$ cat src/rtl/fetch_ctrl_pkg.sv
// Shared definitions for the instruction fetch controller.
//   fetch_state_t : controller FSM encoding (IDLE/RUN/DRAIN/DONE)
//   PC_STEP       : byte increment between consecutive instructions
//   PC_W          : width of fetch/program-counter addresses
//   RETIRE_LANES  : number of ROB retire strobes per cycle
package fetch_ctrl_pkg;

  typedef enum logic [1:0] {
    IDLE  = 2'd0,
    RUN   = 2'd1,
    DRAIN = 2'd2,
    DONE  = 2'd3
  } fetch_state_t;

  localparam int unsigned PC_STEP      = 4;
  localparam int unsigned PC_W         = 8;
  localparam int unsigned RETIRE_LANES = 2;

endpackage

$ cat src/rtl/fetch_ctrl.sv
// Instruction fetch controller: walks a PROG_SIZE-byte program through a
// one-cycle-latency instruction memory, hands instructions to decode/rename
// when no back-end queue is full, then waits for every dispatched instruction
// to retire before reporting done.
//   clk, rst        : clock, synchronous active-high reset
//   start           : one-cycle pulse, IDLE -> RUN
//   iq_stall, rob_full, lsq_full : back-pressure from the back end
//   retire_valid    : per-lane ROB retire strobes
//   fetch_addr      : address presented to the instruction memory
//   instr_pc        : address of the word on the memory output
//   instr_valid     : memory output holds an undispatched instruction
//   dispatch_en     : instruction accepted this cycle
//   state, done     : FSM state and DONE indication
//   cycle_count     : cycles spent in RUN or DRAIN
//   stall_cycles    : cycles with a ready instruction blocked by back-pressure
//   underflow_err   : sticky, more retires than in-flight instructions
module fetch_ctrl
  import fetch_ctrl_pkg::*;
#(
  parameter int unsigned PROG_SIZE  = 72,
  parameter int unsigned INFLIGHT_W = 7
) (
  input  logic                    clk,
  input  logic                    rst,
  input  logic                    start,
  input  logic                    iq_stall,
  input  logic                    rob_full,
  input  logic                    lsq_full,
  input  logic [RETIRE_LANES-1:0] retire_valid,
  output logic [PC_W-1:0]         fetch_addr,
  output logic [PC_W-1:0]         instr_pc,
  output logic                    instr_valid,
  output logic                    dispatch_en,
  output logic [1:0]              state,
  output logic                    done,
  output logic [31:0]             cycle_count,
  output logic [31:0]             stall_cycles,
  output logic                    underflow_err
);

  localparam logic [PC_W-1:0] PROG_END = PC_W'(PROG_SIZE);
  localparam int unsigned     IW1      = INFLIGHT_W + 1;
  localparam int unsigned     RCW      = $clog2(RETIRE_LANES + 1);

  fetch_state_t          state_q;
  logic [PC_W-1:0]       next_pc_q;
  logic [PC_W-1:0]       instr_pc_q;
  logic                  instr_valid_q;
  logic [INFLIGHT_W-1:0] inflight_q;
  logic [INFLIGHT_W-1:0] inflight_d;
  logic [31:0]           cycle_count_q;
  logic [31:0]           stall_cycles_q;
  logic                  underflow_q;

  logic                  stall;
  logic                  in_run;
  logic                  slot_open;
  logic                  have_next;
  logic                  underflow_d;
  logic [RCW-1:0]        ret_cnt;
  logic [IW1-1:0]        inflight_sum;

  assign stall     = iq_stall | rob_full | lsq_full;
  assign in_run    = (state_q == RUN);
  assign have_next = (next_pc_q < PROG_END);

  // Reset gating keeps the memory address at 0 and suppresses any dispatch
  // while rst is high, so pending instructions are simply dropped.
  assign dispatch_en = ~rst & in_run & instr_valid_q & ~stall;
  assign slot_open   = in_run & (~instr_valid_q | dispatch_en);

  always_comb begin
    fetch_addr = instr_pc_q;
    if (rst) begin
      fetch_addr = '0;
    end else if (slot_open && have_next) begin
      fetch_addr = next_pc_q;
    end
  end

  always_comb begin
    ret_cnt = '0;
    for (int unsigned i = 0; i < RETIRE_LANES; i++) begin
      ret_cnt = ret_cnt + RCW'(retire_valid[i]);
    end
  end

  // Dispatch is added before retires are subtracted so a same-cycle
  // dispatch/retire pair never looks like an underflow.
  always_comb begin
    inflight_sum = {1'b0, inflight_q} + IW1'(dispatch_en);
    underflow_d  = (inflight_sum < IW1'(ret_cnt));
    if (underflow_d) begin
      inflight_d = '0;
    end else begin
      inflight_d = INFLIGHT_W'(inflight_sum - IW1'(ret_cnt));
    end
  end

  always_ff @(posedge clk) begin
    if (rst) begin
      state_q        <= IDLE;
      next_pc_q      <= '0;
      instr_pc_q     <= '0;
      instr_valid_q  <= 1'b0;
      inflight_q     <= '0;
      cycle_count_q  <= '0;
      stall_cycles_q <= '0;
      underflow_q    <= 1'b0;
    end else begin
      inflight_q <= inflight_d;
      if (underflow_d) begin
        underflow_q <= 1'b1;
      end
      case (state_q)
        IDLE: begin
          if (start) begin
            state_q <= RUN;
          end
        end
        RUN: begin
          cycle_count_q <= cycle_count_q + 32'd1;
          if (instr_valid_q && stall) begin
            stall_cycles_q <= stall_cycles_q + 32'd1;
          end
          if (slot_open) begin
            if (have_next) begin
              instr_pc_q    <= next_pc_q;
              instr_valid_q <= 1'b1;
              next_pc_q     <= next_pc_q + PC_W'(PC_STEP);
            end else begin
              instr_valid_q <= 1'b0;
              state_q       <= DRAIN;
            end
          end
        end
        DRAIN: begin
          cycle_count_q <= cycle_count_q + 32'd1;
          if (inflight_d == '0) begin
            state_q <= DONE;
          end
        end
        DONE: begin
          state_q <= DONE;
        end
      endcase
    end
  end

  assign instr_pc      = instr_pc_q;
  assign instr_valid   = instr_valid_q;
  assign state         = state_q;
  assign done          = ~rst & (state_q == DONE);
  assign cycle_count   = cycle_count_q;
  assign stall_cycles  = stall_cycles_q;
  assign underflow_err = underflow_q;

endmodule

$ cat config.mk
export PLATFORM = sky130hd
export DESIGN_NAME = fetch_ctrl
export DESIGN_NICKNAME = d
export VERILOG_FILES = /design/src/rtl/fetch_ctrl_pkg.sv /design/src/rtl/fetch_ctrl.sv
export SDC_FILE = /design/constraint.sdc
export NUM_CORES = 1
export LEC_CHECK = 0
export ABC_CLOCK_PERIOD_IN_PS = 4600
export BUFFER_PORTS_ARGS = -buffer_cell sky130_fd_sc_hd__buf_2
export CAP_MARGIN = 20
export CORE_MARGIN = 2
export CORE_UTILIZATION = 54
export CTS_BUF_LIST = sky130_fd_sc_hd__clkbuf_8 sky130_fd_sc_hd__clkbuf_16
export DETAILED_ROUTE_END_ITERATION = 10
export PLACE_DENSITY = 0.84
export SLEW_MARGIN = 15
export SYNTH_ARGS = -nofsm -noshare
export SYNTH_HDL_FRONTEND = slang
export SYNTH_SLANG_ARGS = --single-unit
$ cat constraint.sdc
create_clock -name clk -period 4.6 [get_ports clk]
set_clock_uncertainty 0.1 [all_clocks]
set_input_delay 0.92 -clock clk [delete_from_list [all_inputs] [get_ports clk]]
set_output_delay 0.92 -clock clk [all_outputs]
set_load 0.005 [all_outputs]
==> flow_metrics.env <==
export IMPL_netlist_area_leader_share_pct=41.7
export IMPL_grt_start_max_net_pins=92
export IMPL_max_stage_delay_ns=0.49
export IMPL_finalWorstSetupSlack_ns=0.715
export IMPL_syn_to_final_growth_pct=16.3
export IMPL_min_delay_start="next_pc_q[7]$_SDFFE_PP0P_"
export IMPL_yosys_warnings=0
export IMPL_multiInputGateArea_um2=2290
export IMPL_tightest_slew_ns=0.906
export IMPL_grt_overflow_total=0
export IMPL_drt_total_wl_um=8990
export IMPL_cp_slowest_cell="or4b_4"
export IMPL_clk_pin_slew_ns=0.08
export IMPL_synthCells=473
export IMPL_drive_above_1_share_pct=21.3
export IMPL_synth_area_leaders="dfxtp_1 42%, nor2_1 6.8%, xor2_1 6.3%, xnor2_1 5.0%, ha_1 3.9%"
export IMPL_grt_pass1_wl_um=14800
export IMPL_p_leak_nw=2.00
export IMPL_relSlewSlack_pct=39.6
export IMPL_crit_arrival_ns=4.01
export IMPL_max_cap_violations=0
export IMPL_rsz0062_at_grt="no"
export IMPL_cpLargestDelayFamily="simple AND/OR/NAND/NOR gates"
export IMPL_start_kind="primary input"
export IMPL_cts_hold_buf=0
export IMPL_seq_area_um2=1740
export IMPL_drt_initial_drc_count=169
export IMPL_critPathKind="in2reg"
export IMPL_holdWs_ns=0.371
export IMPL_ant_nets=0
export IMPL_cts_buffers=9
export IMPL_avgSynthCellArea_um2=8.84
export IMPL_fill_cells=645
export IMPL_synthArstFlopShare_pct=0
export IMPL_period_minus_slack_ns=3.89
export IMPL_rows=32
export IMPL_nets=581
export IMPL_layout_common_cells="89 x buf_2, 87 x dfxtp_1, 76 x nor2_1"
export IMPL_fin_crit_sh_pct=84.5
export IMPL_antenna_found_initial=0
export IMPL_min_path_type="reg2reg"
export IMPL_outcome="completed"
export IMPL_crit_fanout=6
export IMPL_use_met1_pct=28.2
export IMPL_vias_per_cell=5.42
export IMPL_dpl_worst_slack_ns=0.346
export IMPL_hpwl_um=6420
export IMPL_clock_fmax_ghz=0.257
export IMPL_ios=94
export IMPL_fp_dieH_um=92.0
export IMPL_cts_sinks=87
export IMPL_yosys_register_bits=87
export IMPL_diodes=0
export IMPL_die_area_um2=8460
export IMPL_die_width_um=92.0
export IMPL_path_cells="buf_2, or3_1, nor3_1, ha_1, ha_1, inv_1, fa_1, or4b_4, o31ai_4, xnor2_1, o311ai_4, a41o_1, a21oi_1"
export IMPL_cts_setup_buffers=0
export IMPL_layout_cells_most_common="buf_2"
export IMPL_io_buffers=89
export IMPL_coreArea_um2=7610
export IMPL_p_total_mw=1.77
export IMPL_setup_viol=0
export IMPL_cp_required_ns=4.73
export IMPL_start_util_pct=55.0
export IMPL_slew_viol_final=0
export IMPL_htreeDepth=3
export IMPL_cts_tree="yes"
export IMPL_top_usage_layer="met2"
export IMPL_route_detailed_wl_per_inst_um=13.5
export IMPL_drc=0
export IMPL_grt_use_total_pct=21.1
export IMPL_worstSkewPairLatency_ns=0.34
export IMPL_grt_pass1_vias=3247
export IMPL_num_vias=3612
export IMPL_synth_main_ff_cell="dfxtp_1"
export IMPL_clk_path_buf_depth=2
export IMPL_powerDensity_nw_per_um2=364
export IMPL_finalSetupTns_ns=0
export IMPL_root_buffer="clkbuf_8"
export IMPL_finalHoldViolCount=0
export IMPL_endpoint_kind="flip-flop"
export IMPL_dr_pass1_iters=4
export IMPL_path_common_cell="ha_1"
export IMPL_critical_path_buf_inv_count=2
export IMPL_setup_worst_path_start="rob_full"
export IMPL_ir_drop_mv=0.230
export IMPL_met3_usage_pct=3.94
export IMPL_yosys_area_top_type="dfxtp_1"
export IMPL_synth_cell_area_um2=4180
export IMPL_yosysSeqAreaShare_pct=41.7
export IMPL_ys_types=51
export IMPL_post_cts_resized=0
export IMPL_r2r_start="state[1]$_SDFFE_PP0P_"
export IMPL_routabilityCongestion=0.898
export IMPL_synth_edf_count=0
export IMPL_use_met2_pct=35.2
-- stage by stage --
step | cells | area, um2 | utilization (%)
4_1_cts | 666 | 4860 | 63.9
6_report | 666 | 4860 | 63.9
3_3_place_gp | 650 | 4680 | 61.5
5_1_grt | 666 | 4860 | 63.9
3_5_place_dp | 650 | 4680 | 61.5
2_1_floorplan | 476 | 4190 | -
-- power by group --
group | internal [mW] | switching, mW
Combinational | 0.188 | 0.227
Sequential | 0.803 | 0.0628
Clock | 0.213 | 0.276
Total | 1.20 | 0.566
-- cell usage after synthesis, types with 2 or more instances --
master    number
nor3_1         5
a41o_1         2
and2_1         6
or2_2          2
nand2_1       23
or3_1         18
and3_1         6
dfxtp_1       87
and4_1        10
or2_1          3
buf_4          5
nor2b_1        4
nor3_2         3
nor3b_1        4
nor4_2         2
nand3_1       30
or2_0          2
inv_1         16
nand4_1       16
a21oi_1       22
xor2_1        30
mux2i_1        8
buf_2          3
clkbuf_1      10
xnor2_1       24
o21ai_0       17
nor2_1        76
nor4_1         4
ha_1          13
-- logic make-up after synthesis --
kind of cell / after synthesis / share of synthesized area (%)
AO/OA/AOI/OAI: 51 / 8.02
XOR/XNOR: 56 / 12.2
adder cells (fa/ha/maj): 14 / 4.37
buffers and inverters: 35 / 3.86
flip-flops: 87 / 41.7
multiplexers: 8 / 1.92
other: 1 / 0.0897
AND/OR/NAND/NOR: 221 / 27.8
-- area by class of cell --
cell class	instances	share of cell area [%]
inverters	16	1.24
multi-input cells	354	47.1
clock buffers	10	2.83
clock inverters	6	0.927
well taps	102	2.63
flip-flops and latches	87	35.8
repair buffers	91	9.47
-- sequential cells by signal (all words and copies together), names as in the netlist --
signal,count
cycle_count,32
stall_cycles,32
inflight_q,7
instr_pc,6
next_pc_q,6
state,2
instr_valid,1
underflow_err,1
-- metal layers --
| layer | wire length (um) | vias up |
|---|---|---|
| met5 | 0 | - |
| met4 | 81 | 0 |
| met3 | 408 | 10 |
| met2 | 4420 | 92 |
| met1 | 4080 | 1713 |
| li1 | - | 1797 |
-- path summary, 6_finish.rpt --
check / to / slack (ns) / cells after the start
hold reg to reg: next_pc_q[7]$_SDFFE_PP0P_ / 0.37 / 1
hold / removal: next_pc_q[7]$_SDFFE_PP0P_ / 0.37 / 1
setup reg to reg: state[0]$_SDFFE_PP0P_ / 0.99 / 14
setup / recovery: state[0]$_SDFFE_PP0P_ / 0.71 / 13
No activity file was read; power rests on OpenSTA's default activity.
